<file path="src/rtl/spi_master_core_pkg.sv">
// Shared types and default sizing for the SPI mode-0 master.
package spi_master_core_pkg;

  localparam int unsigned SPI_DATA_W   = 8;
  localparam int unsigned SPI_CLK_HALF = 10;

  typedef enum logic [1:0] {
    StIdle,
    StShift,
    StHold,
    StGap
  } spi_state_e;

endpackage

</file>
<file path="src/rtl/spi_master_core_if.sv">
// User-side parallel handshake between a client and the SPI master core.
interface spi_master_core_if
  import spi_master_core_pkg::*;
#(
  parameter int unsigned DATA_W = SPI_DATA_W
);

  logic [DATA_W-1:0] tx_data;
  logic              tx_valid;
  logic              tx_ready;
  logic [DATA_W-1:0] rx_data;
  logic              rx_valid;
  logic              busy;

  // Client side: issues frames and consumes received data.
  modport master (
    output tx_data, tx_valid,
    input  tx_ready, rx_data, rx_valid, busy
  );

  // Core side.
  modport slave (
    input  tx_data, tx_valid,
    output tx_ready, rx_data, rx_valid, busy
  );

endinterface

</file>
<file path="src/rtl/spi_master_core_tick_gen.sv">
// SCLK half-period divider: counts 0..CLK_HALF-1 while enabled, held at zero otherwise.
module spi_tick_gen #(
  parameter int unsigned CLK_HALF = 10
) (
  input  logic clk_100mhz,
  input  logic reset,
  input  logic en,
  output logic tick
);

  localparam int unsigned CntW = (CLK_HALF > 1) ? $clog2(CLK_HALF) : 1;
  localparam logic [CntW-1:0] CntLast = CntW'(CLK_HALF - 1);

  logic [CntW-1:0] cnt_q, cnt_d;

  // Next count: clear when disabled, wrap at the terminal value.
  always_comb begin
    cnt_d = cnt_q;
    if (!en) begin
      cnt_d = '0;
    end else if (cnt_q == CntLast) begin
      cnt_d = '0;
    end else begin
      cnt_d = cnt_q + CntW'(1);
    end
  end

  // Counter register.
  always_ff @(posedge clk_100mhz) begin
    if (reset) begin
      cnt_q <= '0;
    end else begin
      cnt_q <= cnt_d;
    end
  end

  assign tick = en && (cnt_q == CntLast);

endmodule

</file>
<file path="src/rtl/spi_master_core.sv">
// SPI mode-0 master (CPOL=0, CPHA=0), MSB first, one frame per handshake, one slave select.
module spi_master_core
  import spi_master_core_pkg::*;
#(
  parameter int unsigned DATA_W   = SPI_DATA_W,
  parameter int unsigned CLK_HALF = SPI_CLK_HALF
) (
  input  logic                     clk_100mhz,
  input  logic                     reset,
  spi_master_core_if.slave         bus,
  output logic                     sclk,
  output logic                     mosi,
  input  logic                     miso,
  output logic                     cs_n
);

  localparam int unsigned BitW = $clog2(DATA_W) + 1;
  localparam logic [BitW-1:0] BitLast = BitW'(DATA_W - 1);

  spi_state_e        state_q, state_d;
  logic [DATA_W-1:0] tx_shift_q, tx_shift_d;
  logic [DATA_W-1:0] rx_shift_q, rx_shift_d;
  logic [DATA_W-1:0] rx_data_q, rx_data_d;
  logic [BitW-1:0]   bit_cnt_q, bit_cnt_d;
  logic              rx_valid_q, rx_valid_d;
  logic              tx_ready_q, tx_ready_d;
  logic              busy_q, busy_d;
  logic              sclk_q, sclk_d;
  logic              mosi_q, mosi_d;
  logic              cs_n_q, cs_n_d;
  logic              tick;

  // Divider runs only while a frame (including hold and gap) is in progress.
  spi_tick_gen #(
    .CLK_HALF (CLK_HALF)
  ) u_tick_gen (
    .clk_100mhz (clk_100mhz),
    .reset      (reset),
    .en         (state_q != StIdle),
    .tick       (tick)
  );

  // Frame sequencing, shift registers and pin next-state.
  always_comb begin
    state_d    = state_q;
    tx_shift_d = tx_shift_q;
    rx_shift_d = rx_shift_q;
    rx_data_d  = rx_data_q;
    bit_cnt_d  = bit_cnt_q;
    rx_valid_d = 1'b0;
    sclk_d     = sclk_q;
    mosi_d     = mosi_q;
    cs_n_d     = cs_n_q;

    unique case (state_q)
      StIdle: begin
        if (bus.tx_valid && tx_ready_q) begin
          tx_shift_d = bus.tx_data;
          mosi_d     = bus.tx_data[DATA_W-1];
          cs_n_d     = 1'b0;
          bit_cnt_d  = '0;
          state_d    = StShift;
        end
      end
      StShift: begin
        if (tick) begin
          sclk_d = ~sclk_q;
          if (!sclk_q) begin
            rx_shift_d = {rx_shift_q[DATA_W-2:0], miso};
          end else begin
            bit_cnt_d = bit_cnt_q + BitW'(1);
            if (bit_cnt_q != BitLast) begin
              tx_shift_d = tx_shift_q << 1;
              mosi_d     = tx_shift_q[DATA_W-2];
            end else begin
              state_d = StHold;
            end
          end
        end
      end
      StHold: begin
        if (tick) begin
          cs_n_d     = 1'b1;
          rx_data_d  = rx_shift_q;
          rx_valid_d = 1'b1;
          mosi_d     = 1'b0;
          state_d    = StGap;
        end
      end
      StGap: begin
        // Keeps cs_n high for at least one half-period before the next frame.
        if (tick) begin
          state_d = StIdle;
        end
      end
      default: state_d = StIdle;
    endcase

    tx_ready_d = (state_d == StIdle);
    busy_d     = (state_d != StIdle);
  end

  // State and registered outputs; reset aborts any frame in progress.
  always_ff @(posedge clk_100mhz) begin
    if (reset) begin
      state_q    <= StIdle;
      tx_shift_q <= '0;
      rx_shift_q <= '0;
      rx_data_q  <= '0;
      bit_cnt_q  <= '0;
      rx_valid_q <= 1'b0;
      tx_ready_q <= 1'b0;
      busy_q     <= 1'b0;
      sclk_q     <= 1'b0;
      mosi_q     <= 1'b0;
      cs_n_q     <= 1'b1;
    end else begin
      state_q    <= state_d;
      tx_shift_q <= tx_shift_d;
      rx_shift_q <= rx_shift_d;
      rx_data_q  <= rx_data_d;
      bit_cnt_q  <= bit_cnt_d;
      rx_valid_q <= rx_valid_d;
      tx_ready_q <= tx_ready_d;
      busy_q     <= busy_d;
      sclk_q     <= sclk_d;
      mosi_q     <= mosi_d;
      cs_n_q     <= cs_n_d;
    end
  end

  assign bus.tx_ready = tx_ready_q;
  assign bus.rx_data  = rx_data_q;
  assign bus.rx_valid = rx_valid_q;
  assign bus.busy     = busy_q;
  assign sclk         = sclk_q;
  assign mosi         = mosi_q;
  assign cs_n         = cs_n_q;

endmodule

</file>
<file path="src/flat_wrapper.sv">
// flat-port wrapper written by rule: the top's interface ports become plain ports
module spi_master_core_flat import spi_master_core_pkg::*;
#(
  parameter int unsigned DATA_W   = SPI_DATA_W,
  parameter int unsigned CLK_HALF = SPI_CLK_HALF
)
  (clk_100mhz, reset, sclk, mosi, miso, cs_n, bus_tx_data, bus_tx_valid, bus_tx_ready, bus_rx_data, bus_rx_valid, bus_busy);
  spi_master_core_if #(.DATA_W(DATA_W)) bus_i ();
  input  logic clk_100mhz;
  input  logic reset;
  output logic sclk;
  output logic mosi;
  input  logic miso;
  output logic cs_n;
  input wire logic [$bits(bus_i.tx_data)-1:0] bus_tx_data;
  input wire logic [$bits(bus_i.tx_valid)-1:0] bus_tx_valid;
  output wire logic [$bits(bus_i.tx_ready)-1:0] bus_tx_ready;
  output wire logic [$bits(bus_i.rx_data)-1:0] bus_rx_data;
  output wire logic [$bits(bus_i.rx_valid)-1:0] bus_rx_valid;
  output wire logic [$bits(bus_i.busy)-1:0] bus_busy;
  assign bus_i.tx_data = bus_tx_data;
  assign bus_i.tx_valid = bus_tx_valid;
  assign bus_tx_ready = bus_i.tx_ready;
  assign bus_rx_data = bus_i.rx_data;
  assign bus_rx_valid = bus_i.rx_valid;
  assign bus_busy = bus_i.busy;
  spi_master_core #(.DATA_W(DATA_W), .CLK_HALF(CLK_HALF)) u_core (.clk_100mhz(clk_100mhz), .reset(reset), .bus(bus_i), .sclk(sclk), .mosi(mosi), .miso(miso), .cs_n(cs_n));
endmodule
</file>
<file path="config.mk">
export PLATFORM = sky130hd
export DESIGN_NAME = spi_master_core_flat
export DESIGN_NICKNAME = d
export VERILOG_FILES = /design/src/rtl/spi_master_core_pkg.sv /design/src/rtl/spi_master_core_if.sv /design/src/rtl/spi_master_core_tick_gen.sv /design/src/rtl/spi_master_core.sv /design/src/flat_wrapper.sv
export SDC_FILE = /design/constraint.sdc
export NUM_CORES = 1
export LEC_CHECK = 0
export CORE_UTILIZATION = 48
export CTS_BUF_LIST = sky130_fd_sc_hd__clkbuf_16
export CTS_CLUSTER_DIAMETER = 120
export DETAILED_ROUTE_END_ITERATION = 6
export PLACE_DENSITY = 0.73
export SLEW_MARGIN = 20
export SYNTH_ARGS = -nofsm -noshare
export SYNTH_HDL_FRONTEND = slang
export SYNTH_SLANG_ARGS = --single-unit
</file>
<file path="constraint.sdc">
create_clock -name clk_100mhz -period 1.92 [get_ports clk_100mhz]
set_input_delay 0.576 -clock clk_100mhz [delete_from_list [all_inputs] [get_ports clk_100mhz]]
set_output_delay 0.576 -clock clk_100mhz [all_outputs]
set_load 0.05 [all_outputs]
</file>
==> metrics.txt, run 1 <==
GPL Wtd Cong 0.909; Cell Area, Placed 0.00209 mm²; num rows 21; Detailed Route WL 3780 µm; fin area 0.00224 mm²; warnings from Yosys 0; Syn Nets 214; Distinct cells, synth 35; Setup-failing EPs final 0; cts bufs inserted 5; outcome complete, no violations; crit share post-route 93.3%; Mapped Area 0.00177 mm²; global-route wire length before repair 6420 µm; layout net count 248; Async SR Flop Fraction 0%; Startpoint Class register; Slew headroom 76.2%; Max Cap Violations 0; Worst EP required 2.09 ns; Critical Path Max Stage Delay 0.34 ns; flops & latches, synth 39; Syn Area/Cell 9.11 µm²; count of final hold-check violations 0; Power Density 1170 mW/mm²; filler cell count 272; I/O Pins 26; Num Clock Sinks 39; Longest Clk Path Bufs 2; largest net degree at the start of global routing 28; Max FO, Critical Path 7; H-tree Lvls 2; Worst Path Buf+Inv 2; Die Ht 62.7 µm; ys flop type dfxtp_1; clock root buffer clkbuf_16; Congestion Overflow GR 0; vias in the first global route 1445; slew of the pin with the lowest slew margin 0.357 ns; Critical Path AT 1.96 ns; final antenna-violating net count 0; Area Growth Syn to Fin 26.5%; WHS 0.453 ns; Post-synth EDFFs 0; All-Layer GR Usage 20.8%; Buffers on Ports 25; CTS tree done; 1st-iter DRT viols 102; Vias/cell 5.54; ant diodes 0; Die Wd 62.7 µm; DR WL/cell 13.7 µm; fin util 65.0%; max-slew violations 0; critical path class reg -> reg; min Tclk post-route 1.79 ns; worst vdd ir 0.000717 V; setup ws final 0.128 ns; largest area contributor in the netlist dfxtp_1; via count 1524; cell family with most CP delay simple AND/OR/NAND/NOR gates; LEAKAGE 0.000900 µW; Die Area 0.00393 mm²; Max Fclk 558 MHz; Critical Path End Type register; Seq/Total Area, Yosys 44.2%; final setup TNS 0 ns; HP Class reg -> reg; fraction of layout cells with a size suffix above 1 17.5%; critical path, cell by cell inv_1 -> ha_1 -> buf_4 -> nand4bb_1 -> nor3_1 -> o2bb2ai_2 -> and3_1; Post-Synthesis Cells 194; Place WS -0.0612 ns; total DRC errors in the routed layout 0; slowest CP cell dfxtp_1; unrepaired setup endpoints after global routing false; Clock Skew 0.00483 ns; DP HPWL 2730 µm; initial antenna violation count 0; largest cells by area after synthesis dfxtp_1 44%, mux2i_1 8.5%, ha_1 5.7%; total iterations of the first detailed-routing run 4; Clock Latency Late Sink 0.28 ns; hold-fix buffers at CTS 0; Reg clk slew, reported paths 0.06 ns; proportion of netlist area held by the largest area contributor 44.2%; Initial Util 51.4%; core footprint 0.00344 mm²
## cells in the final DEF, fill, tap and decap left out, types with 2 or more instances in the layout
cell,n
inv_1,7
ha_1,8
mux2i_1,15
a21oi_1,19
o211ai_1,3
nor3_1,5
xnor2_1,2
o21ai_0,3
clkbuf_16,5
xor2_1,2
nor2_1,20
nand3_1,16
dfxtp_1,39
buf_4,26
nand2_1,21
a311oi_1,6
clkdlybuf4s50_1,11
## layer usage
metal	part of all wire [%]	vias up	GRT usage, %
met1	46	720	26.1
met4	0.21	0	6.98
met5	0	-	0
met2	48	42	33.7
li1	-	760	-
met3	5.2	2	6.57
## worst paths after layout
path	from	end	slack, ns	cells past startpoint
max reg2reg	u_core.state_q[0]	u_core.bus.tx_ready	0.13	7
min	u_core.bus.rx_data[5]	u_core.bus.rx_data[5]	0.45	2
min reg2reg	u_core.bus.rx_data[5]	u_core.bus.rx_data[5]	0.45	2
max	u_core.state_q[0]	u_core.bus.tx_ready	0.13	7
## kinds of logic after synthesis
| kind of cell | after synthesis | synth area share, % |
|---|---|---|
| AO/OA/AOI/OAI | 39 | 15.4 |
| XOR/XNOR | 4 | 1.98 |
| adder cells (fa/ha/maj) | 8 | 5.66 |
| buffers and inverters | 17 | 4.81 |
| flip-flops | 39 | 44.2 |
| multiplexers | 16 | 9.13 |
| AND/OR/NAND/NOR | 71 | 18.9 |
## flip-flops by register name, summed over array words and instances, names as in the netlist
register,cells
u_core.bit_cnt_q,4
u_core.bus.busy,1
u_core.bus.rx_data,8
u_core.bus.rx_valid,1
u_core.bus.tx_ready,1
u_core.cs_n,1
u_core.mosi,1
u_core.rx_shift_q,8
u_core.sclk,1
u_core.state_q,2
u_core.tx_shift_q,7
u_core.u_tick_gen.cnt_q,4
## repair_timing
item,in CTS,in global routing
setup endpoints to repair,0,3
gates resized for setup,0,2
setup buffers,0,0
## synthesized netlist by cell type (2+ instances only)
library cell / count
a21oi_1: 19
a311oi_1: 6
buf_2: 5
buf_6: 2
clkbuf_1: 4
dfxtp_1: 39
ha_1: 8
inv_1: 6
mux2i_1: 15
nand2_1: 21
nand3_1: 16
nor2_1: 20
nor3_1: 5
o211ai_1: 3
o21ai_0: 3
xnor2_1: 2
xor2_1: 2
## power by group
| group | leakage [µW] | switching (µW) | internal, µW |
|---|---|---|---|
| clock | 0.0000710 | 310 | 473 |
| combinational | 0.000513 | 500 | 378 |
| sequential | 0.000317 | 60.3 | 905 |
## worst min-delay path: stages (launching register included)
cell and delay (ns):
dfxtp_1 0.31, nand2_1 0.05, a21oi_1 0.05
## layout make-up
type / count / area, µm² / share of cell area [%]
Sequential cell: 39 / 781 / 34.9
Multi-Input combinational cell: 138 / 908 / 40.6
Inverter: 6 / 22.5 / 1.01
Clock inverter: 3 / 16.3 / 0.727
Tap cell: 46 / 57.6 / 2.57
Clock buffer: 5 / 125 / 5.60
Timing Repair Buffer: 38 / 325 / 14.5
## stage by stage
stage / total power [µW] / cells
floorplan: 1600 / 194
global placement: 1790 / 267
detailed placement: 1840 / 267
CTS: 2640 / 275
global route: 2760 / 275
finish: 2630 / 275
Power figures use the tool's default switching activity.
==> run 2, diff against run 1 <==
--- a/config.mk
+++ b/config.mk
@@ -5,11 +5,12 @@
 export SDC_FILE = /design/constraint.sdc
 export NUM_CORES = 1
 export LEC_CHECK = 0
-export CORE_UTILIZATION = 48
+export CORE_UTILIZATION = 50
 export CTS_BUF_LIST = sky130_fd_sc_hd__clkbuf_16
 export CTS_CLUSTER_DIAMETER = 120
 export DETAILED_ROUTE_END_ITERATION = 6
-export PLACE_DENSITY = 0.73
+export DONT_BUFFER_PORTS = 1
+export PLACE_DENSITY = 0.66
 export SLEW_MARGIN = 20
 export SYNTH_ARGS = -nofsm -noshare
 export SYNTH_HDL_FRONTEND = slang
==> metrics.txt, run 2 (same netlist as run 1, synthesis figures left out) <==
area of the multi-input gates 911 µm² (was 908 µm²); most frequent cells in the layout 39 x dfxtp_1, 21 x nand2_1, 20 x nor2_1 (was 39 x dfxtp_1, 26 x buf_4, 21 x nand2_1); 1st-iter DRT viols 83 (was 102); outcome complete, no violations (unchanged); ant diodes 0 (unchanged); Startpoint Class register (unchanged); Clock Skew 0.00229 ns (was 0.00483 ns); Buffers on Ports 0 (was 25); clock root buffer clkbuf_16 (unchanged); fin area 0.00199 mm² (was 0.00224 mm²); Die Ht 61.5 µm (was 62.7 µm); initial antenna violation count 0 (unchanged); vias in the first global route 1273 (was 1445); Slew headroom 65.1% (was 76.2%); unrepaired setup endpoints after global routing false (unchanged); Max Fclk 550 MHz (was 558 MHz); total iterations of the first detailed-routing run 4 (unchanged); Seq. cell area 781 µm² (unchanged); Critical Path End Type register (unchanged); sequential share of power 40.8% (was 36.8%); min Tclk post-route 1.82 ns (was 1.79 ns); Detailed Route WL 3650 µm (was 3780 µm); Place WS 0.101 ns (was -0.0612 ns); combinational power share 28.2% (was 33.4%); Die Wd 61.5 µm (was 62.7 µm); Power Density 1270 mW/mm² (was 1170 mW/mm²); DR WL/cell 14.8 µm (was 13.7 µm); Longest Clk Path Bufs 2 (unchanged); total DRC errors in the routed layout 0 (unchanged); I/O Pins 26 (unchanged); P_sw 835 µW (was 870 µW); Clock Latency Late Sink 0.28 ns (about the same); Congestion Overflow GR 0 (unchanged); layout net count 220 (was 248); cts bufs inserted 5 (unchanged); Reg clk slew, reported paths 0.06 ns (about the same); global-route wire length before repair 5890 µm (was 6420 µm); post-route insts no fill 247 (was 275); CTS tree done (unchanged); sw frac 33.1% (about the same); largest net degree at the start of global routing 33 (was 28); Max FO, Critical Path 13 (was 7); filler cell count 329 (was 272); Die Area 0.00378 mm² (was 0.00393 mm²); HP Class in -> reg (was reg -> reg); clock power share 31.1% (was 29.8%); All-Layer GR Usage 21.6% (was 20.8%); worst vdd ir 0.000649 V (was 0.000717 V); GPL Wtd Cong 0.786 (was 0.909); Worst EP required 2.09 ns (about the same); Max Cap Violations 0 (unchanged); via count 1436 (was 1524); WHS 0.364 ns (was 0.453 ns); Vias/cell 5.81 (was 5.54); crit share post-route 94.7% (was 93.3%); core footprint 0.00336 mm² (was 0.00344 mm²); placed cells 239 (was 267); critical path class reg -> reg (unchanged); Cell Area, Placed 0.00184 mm² (was 0.00209 mm²); Num Clock Sinks 39 (unchanged); setup ws final 0.102 ns (was 0.128 ns); postcts setup bufs 0 (unchanged); fraction of layout cells with a size suffix above 1 11.9% (was 17.5%); slew of the pin with the lowest slew margin 0.523 ns (was 0.357 ns); final setup TNS 0 ns (unchanged); LEAKAGE 0.000768 µW (was 0.000900 µW); Internal Pwr Total 1690 µW (was 1760 µW); num rows 21 (unchanged); Area Growth Syn to Fin 12.7% (was 26.5%); DP HPWL 2540 µm (was 2730 µm); max-slew violations 0 (unchanged); Critical Path AT 1.99 ns (was 1.96 ns); Setup-failing EPs final 0 (unchanged); Initial Util 52.6% (was 51.4%); H-tree Lvls 2 (unchanged); commonest non-fill, non-tap cell in the layout dfxtp_1 (unchanged); final antenna-violating net count 0 (unchanged); count of final hold-check violations 0 (unchanged)
run 2: path summary, 6_finish.rpt:
path | end | cells past startpoint | startpoint | slack (ns)
worst max-delay path | u_core.bus.tx_ready | 6 | u_core.state_q[0] | 0.10
worst max register to register | u_core.bus.tx_ready | 6 | u_core.state_q[0] | 0.10
worst min-delay path | u_core.bit_cnt_q[0] | 1 | reset | 0.36
worst min register to register | u_core.u_tick_gen.cnt_q[0] | 1 | u_core.u_tick_gen.cnt_q[0] | 0.47
run 2: layer usage:
| metal | global-route usage (%) | vias up | wire length [µm] |
|---|---|---|---|
| met1 | 27.6 | 693 | 1710 |
| met2 | 33.5 | 36 | 1690 |
| met4 | 8.57 | 0 | 46 |
| met5 | 0 | - | 0 |
| li1 | - | 702 | - |
| met3 | 7.14 | 5 | 209 |
run 2: worst max-delay path, stage by stage (launching register included):
cell and delay, ns:
dfxtp_1 0.32, buf_4 0.13, ha_1 0.47, nand2_1 0.18, nor3_1 0.33, o2bb2ai_2 0.11
and3_1 0.17
run 2: through the flow:
stage / util (%) / total power [µW]
floorplan: - / 1600
global placement: 54.7 / 1690
detailed placement: 54.7 / 1720
CTS: 58.9 / 2510
global route: 59.2 / 2660
finish: 59.2 / 2520
run 2: layout make-up:
cell class / instances / area share (%)
Inverter: 6 / 1.13
Clock buffer: 5 / 6.28
Tap cell: 46 / 2.89
Timing Repair Buffer: 10 / 3.96
Multi-Input combinational cell: 138 / 45.7
Clock inverter: 3 / 0.817
Sequential cell: 39 / 39.2
run 2: what timing repair did:
| action | in CTS | in global routing |
|---|---|---|
| setup endpoints to repair | 0 | 9 |
| gates resized for setup | 0 | 4 |
| hold buffers | 0 | 0 |
| hold endpoints to repair | 0 | 0 |
run 2: power by group through the flow:
stage	clock network [µW]	logic, µW	registers [µW]
after floorplan	0	536	1070
after global placement	0	653	1040
after detailed placement	0	679	1040
after CTS	802	685	1030
after global routing	842	777	1040
final	783	710	1030
